### src/rtl/axi4_instr_seq_if.sv
// AXI4-Stream word channel for the DDR4 instruction sequencer.
// Carries packed instruction words with a valid/ready handshake.
interface axi4_instr_seq_if #(
  parameter int DATA_WIDTH = 128
);
  logic [DATA_WIDTH-1:0] tdata;
  logic                  tvalid;
  logic                  tready;

  modport master (
    output tdata,
    output tvalid,
    input  tready
  );

  modport slave (
    input  tdata,
    input  tvalid,
    output tready
  );
endinterface

### src/rtl/axi4_instr_seq.sv
// DDR4 instruction sequencer: buffers packed command words in a FIFO and
// issues one decoded word per cycle, with WAIT stalls and status counters.
module axi4_instr_seq #(
  parameter int NUM_SLOTS  = 4,
  parameter int SLOT_WIDTH = 32,
  parameter int BG_WIDTH   = 2,
  parameter int BANK_WIDTH = 2,
  parameter int COL_WIDTH  = 10,
  parameter int ROW_WIDTH  = 17,
  parameter int WAIT_WIDTH = 16,
  parameter int FIFO_DEPTH = 16,
  parameter int CNT_WIDTH  = 32,
  localparam int DW = NUM_SLOTS * SLOT_WIDTH,
  localparam int PW = $clog2(FIFO_DEPTH),
  localparam int LW = $clog2(FIFO_DEPTH) + 1
) (
  input  logic                            clk,
  input  logic                            rst,
  axi4_instr_seq_if.slave                 s_axis,
  input  logic                            enable,
  output logic [NUM_SLOTS-1:0]            ddr_write,
  output logic [NUM_SLOTS-1:0]            ddr_read,
  output logic [NUM_SLOTS-1:0]            ddr_pre,
  output logic [NUM_SLOTS-1:0]            ddr_act,
  output logic [NUM_SLOTS-1:0]            ddr_ref,
  output logic [NUM_SLOTS-1:0]            ddr_zq,
  output logic [NUM_SLOTS-1:0]            ddr_nop,
  output logic [NUM_SLOTS-1:0]            ddr_ap,
  output logic [NUM_SLOTS-1:0]            ddr_half_bl,
  output logic [NUM_SLOTS-1:0]            ddr_pall,
  output logic [NUM_SLOTS*BG_WIDTH-1:0]   ddr_bg,
  output logic [NUM_SLOTS*BANK_WIDTH-1:0] ddr_bank,
  output logic [NUM_SLOTS*COL_WIDTH-1:0]  ddr_col,
  output logic [NUM_SLOTS*ROW_WIDTH-1:0]  ddr_row,
  output logic [LW-1:0]                   fifo_level,
  output logic [CNT_WIDTH-1:0]            underflow_cnt,
  output logic [CNT_WIDTH-1:0]            issued_cnt,
  output logic [2:0]                      latest_instr_id
);

  localparam int F = 3 + BANK_WIDTH + BG_WIDTH;

  if (F + ROW_WIDTH > SLOT_WIDTH) begin : g_bad_row
    $error("row field does not fit in slot");
  end
  if (F + COL_WIDTH + 2 > SLOT_WIDTH) begin : g_bad_col
    $error("column/ap/half_bl fields do not fit in slot");
  end
  if (3 + WAIT_WIDTH > SLOT_WIDTH) begin : g_bad_wait
    $error("wait count does not fit in slot");
  end

  localparam logic [2:0] OP_NOP  = 3'd0;
  localparam logic [2:0] OP_PRE  = 3'd1;
  localparam logic [2:0] OP_ACT  = 3'd2;
  localparam logic [2:0] OP_RD   = 3'd3;
  localparam logic [2:0] OP_WR   = 3'd4;
  localparam logic [2:0] OP_REF  = 3'd5;
  localparam logic [2:0] OP_WAIT = 3'd6;
  localparam logic [2:0] OP_ZQ   = 3'd7;

  typedef enum logic {
    S_RUN,
    S_WAIT
  } state_t;

  state_t                state;
  logic [WAIT_WIDTH-1:0] wcnt;

  logic [DW-1:0] mem [FIFO_DEPTH];
  logic [PW-1:0] wr_ptr;
  logic [PW-1:0] rd_ptr;
  logic [LW-1:0] level;
  logic [DW-1:0] head;
  logic          push;
  logic          pop;

  assign s_axis.tready = (level < LW'(FIFO_DEPTH));
  assign push = s_axis.tvalid && s_axis.tready;
  assign pop = (state == S_RUN) && enable && (level != '0);
  assign head = mem[rd_ptr];
  assign fifo_level = level;

  always_ff @(posedge clk) begin
    if (push) mem[wr_ptr] <= s_axis.tdata;
  end

  logic [2:0]            head_op;
  logic [WAIT_WIDTH-1:0] wait_n;
  logic [WAIT_WIDTH-1:0] wait_load;
  logic                  unused_bits;

  assign head_op = head[2:0];
  assign wait_n = head[3 +: WAIT_WIDTH];
  assign wait_load = (wait_n == '0) ? '0 : wait_n - 1'b1;
  assign unused_bits = ^head;

  logic [NUM_SLOTS-1:0]            d_write, d_read, d_pre, d_act, d_ref;
  logic [NUM_SLOTS-1:0]            d_zq, d_nop, d_ap, d_half_bl, d_pall;
  logic [NUM_SLOTS*BG_WIDTH-1:0]   d_bg;
  logic [NUM_SLOTS*BANK_WIDTH-1:0] d_bank;
  logic [NUM_SLOTS*COL_WIDTH-1:0]  d_col;
  logic [NUM_SLOTS*ROW_WIDTH-1:0]  d_row;
  logic [SLOT_WIDTH-1:0]           slot;
  logic [2:0]                      op;

  always_comb begin
    d_write   = '0;
    d_read    = '0;
    d_pre     = '0;
    d_act     = '0;
    d_ref     = '0;
    d_zq      = '0;
    d_nop     = '0;
    d_ap      = '0;
    d_half_bl = '0;
    d_pall    = '0;
    d_bg      = '0;
    d_bank    = '0;
    d_col     = '0;
    d_row     = '0;
    slot      = '0;
    op        = '0;
    for (int i = 0; i < NUM_SLOTS; i++) begin
      slot = head[i*SLOT_WIDTH +: SLOT_WIDTH];
      op   = slot[2:0];
      d_bank[i*BANK_WIDTH +: BANK_WIDTH] = slot[3 +: BANK_WIDTH];
      d_bg[i*BG_WIDTH +: BG_WIDTH]       = slot[3+BANK_WIDTH +: BG_WIDTH];
      d_row[i*ROW_WIDTH +: ROW_WIDTH]    = slot[F +: ROW_WIDTH];
      d_col[i*COL_WIDTH +: COL_WIDTH]    = slot[F +: COL_WIDTH];
      // WAIT outside slot 0 has no timing meaning and issues as NOP
      unique case (1'b1)
        (op == OP_NOP),
        (op == OP_WAIT): d_nop[i] = 1'b1;
        (op == OP_PRE): begin
          d_pre[i]  = 1'b1;
          d_pall[i] = slot[F];
        end
        (op == OP_ACT): d_act[i] = 1'b1;
        (op == OP_RD): begin
          d_read[i]    = 1'b1;
          d_ap[i]      = slot[F+COL_WIDTH];
          d_half_bl[i] = slot[F+COL_WIDTH+1];
        end
        (op == OP_WR): begin
          d_write[i]   = 1'b1;
          d_ap[i]      = slot[F+COL_WIDTH];
          d_half_bl[i] = slot[F+COL_WIDTH+1];
        end
        (op == OP_REF): d_ref[i] = 1'b1;
        (op == OP_ZQ): d_zq[i] = 1'b1;
      endcase
    end
  end

  always_ff @(posedge clk) begin
    if (rst) begin
      state           <= S_RUN;
      wcnt            <= '0;
      wr_ptr          <= '0;
      rd_ptr          <= '0;
      level           <= '0;
      underflow_cnt   <= '0;
      issued_cnt      <= '0;
      latest_instr_id <= '0;
      ddr_write       <= '0;
      ddr_read        <= '0;
      ddr_pre         <= '0;
      ddr_act         <= '0;
      ddr_ref         <= '0;
      ddr_zq          <= '0;
      ddr_nop         <= '0;
      ddr_ap          <= '0;
      ddr_half_bl     <= '0;
      ddr_pall        <= '0;
      ddr_bg          <= '0;
      ddr_bank        <= '0;
      ddr_col         <= '0;
      ddr_row         <= '0;
    end else begin
      if (push) wr_ptr <= wr_ptr + 1'b1;
      if (pop) rd_ptr <= rd_ptr + 1'b1;
      if (push && !pop) level <= level + 1'b1;
      else if (pop && !push) level <= level - 1'b1;

      ddr_write   <= '0;
      ddr_read    <= '0;
      ddr_pre     <= '0;
      ddr_act     <= '0;
      ddr_ref     <= '0;
      ddr_zq      <= '0;
      ddr_nop     <= '1;
      ddr_ap      <= '0;
      ddr_half_bl <= '0;
      ddr_pall    <= '0;
      ddr_bg      <= '0;
      ddr_bank    <= '0;
      ddr_col     <= '0;
      ddr_row     <= '0;

      unique case (state)
        S_RUN: begin
          if (enable && level == '0) begin
            if (underflow_cnt != '1)
              underflow_cnt <= underflow_cnt + 1'b1;
          end else if (pop && head_op == OP_WAIT) begin
            // the pop cycle is the first idle cycle of the stall
            if (wait_load != '0) begin
              state <= S_WAIT;
              wcnt  <= wait_load;
            end
          end else if (pop) begin
            ddr_write       <= d_write;
            ddr_read        <= d_read;
            ddr_pre         <= d_pre;
            ddr_act         <= d_act;
            ddr_ref         <= d_ref;
            ddr_zq          <= d_zq;
            ddr_nop         <= d_nop;
            ddr_ap          <= d_ap;
            ddr_half_bl     <= d_half_bl;
            ddr_pall        <= d_pall;
            ddr_bg          <= d_bg;
            ddr_bank        <= d_bank;
            ddr_col         <= d_col;
            ddr_row         <= d_row;
            latest_instr_id <= head_op;
            if (issued_cnt != '1)
              issued_cnt <= issued_cnt + 1'b1;
          end
        end
        S_WAIT: begin
          if (enable) begin
            if (wcnt <= 1) begin
              state <= S_RUN;
              wcnt  <= '0;
            end else begin
              wcnt <= wcnt - 1'b1;
            end
          end
        end
      endcase
    end
  end

endmodule

### src/flat_wrapper.sv
// flat-port wrapper written by rule: the top's interface ports become plain ports
module axi4_instr_seq_flat 
#(
  parameter int NUM_SLOTS  = 4,
  parameter int SLOT_WIDTH = 32,
  parameter int BG_WIDTH   = 2,
  parameter int BANK_WIDTH = 2,
  parameter int COL_WIDTH  = 10,
  parameter int ROW_WIDTH  = 17,
  parameter int WAIT_WIDTH = 16,
  parameter int FIFO_DEPTH = 16,
  parameter int CNT_WIDTH  = 32,
  localparam int DW = NUM_SLOTS * SLOT_WIDTH,
  localparam int PW = $clog2(FIFO_DEPTH),
  localparam int LW = $clog2(FIFO_DEPTH) + 1
)
  (clk, rst, enable, ddr_write, ddr_read, ddr_pre, ddr_act, ddr_ref, ddr_zq, ddr_nop, ddr_ap, ddr_half_bl, ddr_pall, ddr_bg, ddr_bank, ddr_col, ddr_row, fifo_level, underflow_cnt, issued_cnt, latest_instr_id, s_axis_tdata, s_axis_tvalid, s_axis_tready);
  axi4_instr_seq_if s_axis_i ();
  input  logic clk;
  input  logic rst;
  input  logic enable;
  output logic [NUM_SLOTS-1:0] ddr_write;
  output logic [NUM_SLOTS-1:0] ddr_read;
  output logic [NUM_SLOTS-1:0] ddr_pre;
  output logic [NUM_SLOTS-1:0] ddr_act;
  output logic [NUM_SLOTS-1:0] ddr_ref;
  output logic [NUM_SLOTS-1:0] ddr_zq;
  output logic [NUM_SLOTS-1:0] ddr_nop;
  output logic [NUM_SLOTS-1:0] ddr_ap;
  output logic [NUM_SLOTS-1:0] ddr_half_bl;
  output logic [NUM_SLOTS-1:0] ddr_pall;
  output logic [NUM_SLOTS*BG_WIDTH-1:0] ddr_bg;
  output logic [NUM_SLOTS*BANK_WIDTH-1:0] ddr_bank;
  output logic [NUM_SLOTS*COL_WIDTH-1:0] ddr_col;
  output logic [NUM_SLOTS*ROW_WIDTH-1:0] ddr_row;
  output logic [LW-1:0] fifo_level;
  output logic [CNT_WIDTH-1:0] underflow_cnt;
  output logic [CNT_WIDTH-1:0] issued_cnt;
  output logic [2:0] latest_instr_id;
  input wire logic [$bits(s_axis_i.tdata)-1:0] s_axis_tdata;
  input wire logic [$bits(s_axis_i.tvalid)-1:0] s_axis_tvalid;
  output wire logic [$bits(s_axis_i.tready)-1:0] s_axis_tready;
  assign s_axis_i.tdata = s_axis_tdata;
  assign s_axis_i.tvalid = s_axis_tvalid;
  assign s_axis_tready = s_axis_i.tready;
  axi4_instr_seq #(.NUM_SLOTS(NUM_SLOTS), .SLOT_WIDTH(SLOT_WIDTH), .BG_WIDTH(BG_WIDTH), .BANK_WIDTH(BANK_WIDTH), .COL_WIDTH(COL_WIDTH), .ROW_WIDTH(ROW_WIDTH), .WAIT_WIDTH(WAIT_WIDTH), .FIFO_DEPTH(FIFO_DEPTH), .CNT_WIDTH(CNT_WIDTH)) u_core (.clk(clk), .rst(rst), .s_axis(s_axis_i), .enable(enable), .ddr_write(ddr_write), .ddr_read(ddr_read), .ddr_pre(ddr_pre), .ddr_act(ddr_act), .ddr_ref(ddr_ref), .ddr_zq(ddr_zq), .ddr_nop(ddr_nop), .ddr_ap(ddr_ap), .ddr_half_bl(ddr_half_bl), .ddr_pall(ddr_pall), .ddr_bg(ddr_bg), .ddr_bank(ddr_bank), .ddr_col(ddr_col), .ddr_row(ddr_row), .fifo_level(fifo_level), .underflow_cnt(underflow_cnt), .issued_cnt(issued_cnt), .latest_instr_id(latest_instr_id));
endmodule
### config.mk
export PLATFORM = sky130hd
export DESIGN_NAME = axi4_instr_seq_flat
export DESIGN_NICKNAME = d
export VERILOG_FILES = /design/src/rtl/axi4_instr_seq_if.sv /design/src/rtl/axi4_instr_seq.sv /design/src/flat_wrapper.sv
export SDC_FILE = /design/constraint.sdc
export NUM_CORES = 2
export LEC_CHECK = 0
export CORE_UTILIZATION = 62
export CTS_BUF_LIST = sky130_fd_sc_hd__clkbuf_4 sky130_fd_sc_hd__clkbuf_8
export CTS_CLUSTER_DIAMETER = 80
export DETAILED_ROUTE_END_ITERATION = 12
export GPL_TIMING_DRIVEN = 0
export PLACE_DENSITY = 0.82
export SYNTH_ARGS = -nofsm -noshare
export SYNTH_HDL_FRONTEND = slang
export SYNTH_SLANG_ARGS = --single-unit
### constraint.sdc
create_clock -name clk -period 13.5 [get_ports clk]
set_input_delay 2.7 -clock clk [delete_from_list [all_inputs] [get_ports clk]]
set_output_delay 2.7 -clock clk [all_outputs]
set_load 0.05 [all_outputs]
==> impl_metrics.toml <==
[sta]
finalSetupViolCount = 0
hold_violations = 0
rsz0062_at_grt = "no"
finalCritPeriodShare = 0.520
holdWs_ps = 471
fin_skew_ps = 78.9
setup_slack_ps = 6490
slew_headroom = 0.115
max_slew.worst_pin.slew_ps = 1330
timing.setup.tns_ps = 0
fmax_mhz = 143
slew_viol_final = 0
fin_crit_ps = 7010

[min_path]
holdPathStages = 2
holdPathEnd = "u_core.wcnt[11]$_SDFFE_PP0P_"
worstHoldPathType = "reg -> reg"
hp-start = "u_core.wcnt[11]$_SDFFE_PP0P_"

[place]
dpl.hpwl_um = 111000
io_buffers = 336
gp_congestion = 0.865
place_ws_ps = 5990
dp_cells = 5055

[synthesis]
synth_seq_cells = 1761
synth_most_common_cell = "edfxtp_1"
syn_area_mm2 = 0.0668
synth_edf_count = 1536
ys_types = 75
synth_top_area_frac = 0.690
synthTopCellsByCount = "edfxtp_1 (1536), mux4_2 (441), dfxtp_1 (225)"
synthFlopType = "edfxtp_1"
ys_seq_area_frac = 0.757
avgSynthCellArea_um2 = 20.9
syn_nets = 3348
synthCells = 3201
synth_area_leaders = "edfxtp_1 (69%), mux4_2 (15%), dfxtp_1 (6.7%)"
yosys.area.top_type = "edfxtp_1"
async_flop_share = 0
yosys_warnings = 0

[clock_network]
cts_hold_buf = 0
clk_latency_ps = 980
cts_tree = "built"
cts.path.max_buffers = 4
cts_root_buf = "clkbuf_8"
cts_htree_levels = 5
cts_setup_buffers = 0
cts_sinks = 1761
cts_inserted_buffers = 284
clk_pin_slew_ps = 60
cts_resized = 0

[die]
chipWidth_um = 330
io_pins = 369
die_height_um = 330
row_count = 120
core_area_mm2 = 0.107
start_util = 0.625
die-area_mm2 = 0.109

[global_routing]
antenna_found_initial = 32
grt_pass1_vias = 36800
grtUsageMet3 = 0.0916
use_met2 = 0.503
grt_first_pass_wirelength_um = 250000
busiest_layer = "met2"
grt-ovfl-total = 0
grt_max_degree = 23
grt_use_met1 = 0.445
grt_usage = 0.328

[worst_setup_path]
critPathKind = "in -> reg"
worst-path-buf-inv = 4
cp_common_cell = "inv_1"
end_kind = "flop"
crit_path_cell_trace = "clkdlybuf4s50_1 -> inv_1 -> nor3_1 -> inv_1 -> a21oi_2 -> and2_1 -> clkbuf_1 -> nand2b_1 -> nor3b_1 -> nor2_1 -> nor2b_1"
worstPathArrival_ps = 7830
crit_path_top_delay_cell = "nor3_1"
critPathTopFamily = "simple AND/OR/NAND/NOR gates"
worstRegToRegCells = 13
cp.required_ps = 14320
crit_fanout = 8
slowest_delay_ps = 850
critPathLaunchType = "input pin"
rrSetupSlack_ps = 7030
r2r_end = "u_core.ddr_row[54]$_SDFF_PP0_"

[route]
wirelength_um = 177000
antenna_left = 0
firstDrtPassIters = 6
num_vias = 36900
wl_per_cell_um = 31.8
drc = 0
via_per_inst = 6.62
drtIter0Drc = 5704

[layout]
regArea_mm2 = 0.0506
multi_input_area_mm2 = 0.0152
fillerInstances = 5631
area_growth_pct = 19.2
nNetsFinal = 4085
drive_above_1_share = 0.268
layoutNonFillerInstCount = 5566

[power]
power_mw = 14.1
vdd_ir_drop_max_mv = 0.126
power.leakage_nw = 25.9
power.density_mw_per_mm2 = 177

[flow_run]
max_cap_violations = 0

[status]
status = "complete, no violations"
## cell families after synthesis
kind of cell / after synthesis / share of synthesized area
multiplexers: 488 / 0.160
buffers and inverters: 219 / 0.0166
AND/OR/NAND/NOR: 504 / 0.0383
XOR/XNOR: 75 / 0.00983
adder cells (fa/ha/maj): 15 / 0.00292
AO/OA/AOI/OAI: 139 / 0.0146
flip-flops: 1761 / 0.757
## per-layer routing
layer | vias to the layer above | routed length [µm]
li1 | 14600 | -
met1 | 18700 | 62400
met2 | 3055 | 84500
met3 | 469 | 22900
met4 | 20 | 7200
met5 | - | 148
## sequential cells by signal (all words and copies together) (netlist names), 5 cells and up, named ones only
name                  cells
u_core.ddr_bank           8
u_core.issued_cnt        32
u_core.mem             1536
u_core.fifo_level         5
u_core.wcnt              16
u_core.ddr_row           68
u_core.ddr_bg             8
u_core.underflow_cnt     32
## cell usage in the layout (no fill, tap or decap), drive strengths merged, types with 8 or more instances in the layout
cell type / netlist / final
edfxtp: 1536 / 1536
clkbuf: 99 / 488
mux4: 459 / 459
clkdlybuf4s50: 0 / 336
dfxtp: 225 / 225
buf: 97 / 212
nor2: 161 / 161
and3: 91 / 91
nand2: 87 / 87
clkinv: 0 / 81
xor2: 45 / 45
a21oi: 42 / 42
xnor2: 30 / 30
nand3: 29 / 29
inv: 23 / 29
o21ai: 25 / 25
mux2i: 24 / 24
diode: 0 / 21
nor2b: 18 / 18
nand4: 18 / 18
nand2b: 17 / 17
or3: 17 / 17
nor3: 17 / 17
a22oi: 15 / 15
ha: 14 / 14
and2: 8 / 8
a22o: 8 / 8
and4: 8 / 8
nor3b: 8 / 8
bufinv: 0 / 8
a221oi: 8 / 8
## cell type report
type	instances	area share
Buffer	196	0.0129
Timing Repair Buffer	451	0.0669
Multi-Input combinational cell	1221	0.191
Clock inverter	101	0.00862
Sequential cell	1761	0.636
Antenna cell	21	0.000660
Clock buffer	389	0.0612
Inverter	23	0.00108
Tap cell	1403	0.0220
## worst max-delay path by stage
stage                     cells past startpoint                     endpoint     startpoint
after global placement                        5  u_core.mem[0][99]$_DFFE_PP_  s_axis_tvalid
after detailed placement                     11  u_core.ddr_ap[1]$_SDFF_PP0_         enable
after CTS                                    11  u_core.ddr_ap[1]$_SDFF_PP0_         enable
final                                        11  u_core.ddr_ap[1]$_SDFF_PP0_         enable
after floorplan                               4   u_core.mem[3][0]$_DFFE_PP_  s_axis_tvalid
after global routing                         11  u_core.ddr_ap[1]$_SDFF_PP0_         enable
## stage by stage
step | instance area, µm² | utilization
floorplan | 66800 | -
global placement | 72000 | 0.673
detailed placement | 74000 | 0.693
CTS | 79600 | 0.745
global route | 79600 | 0.745
finish | 79600 | 0.745
## tightest hold or removal path, cell delays in order (launching register included)
cell and delay [ps]:
dfxtp_1 310, nand2_1 50, o32ai_1 60
## power breakdown
part / total (mW) / switching (mW) / internal, mW
Combinational: 3.27 / 1.89 / 1.38
Sequential: 6.26 / 0.108 / 6.15
Clock: 4.56 / 2.07 / 2.49
Total: 14.1 / 4.06 / 10.0
No activity file was read; power rests on OpenSTA's default activity.
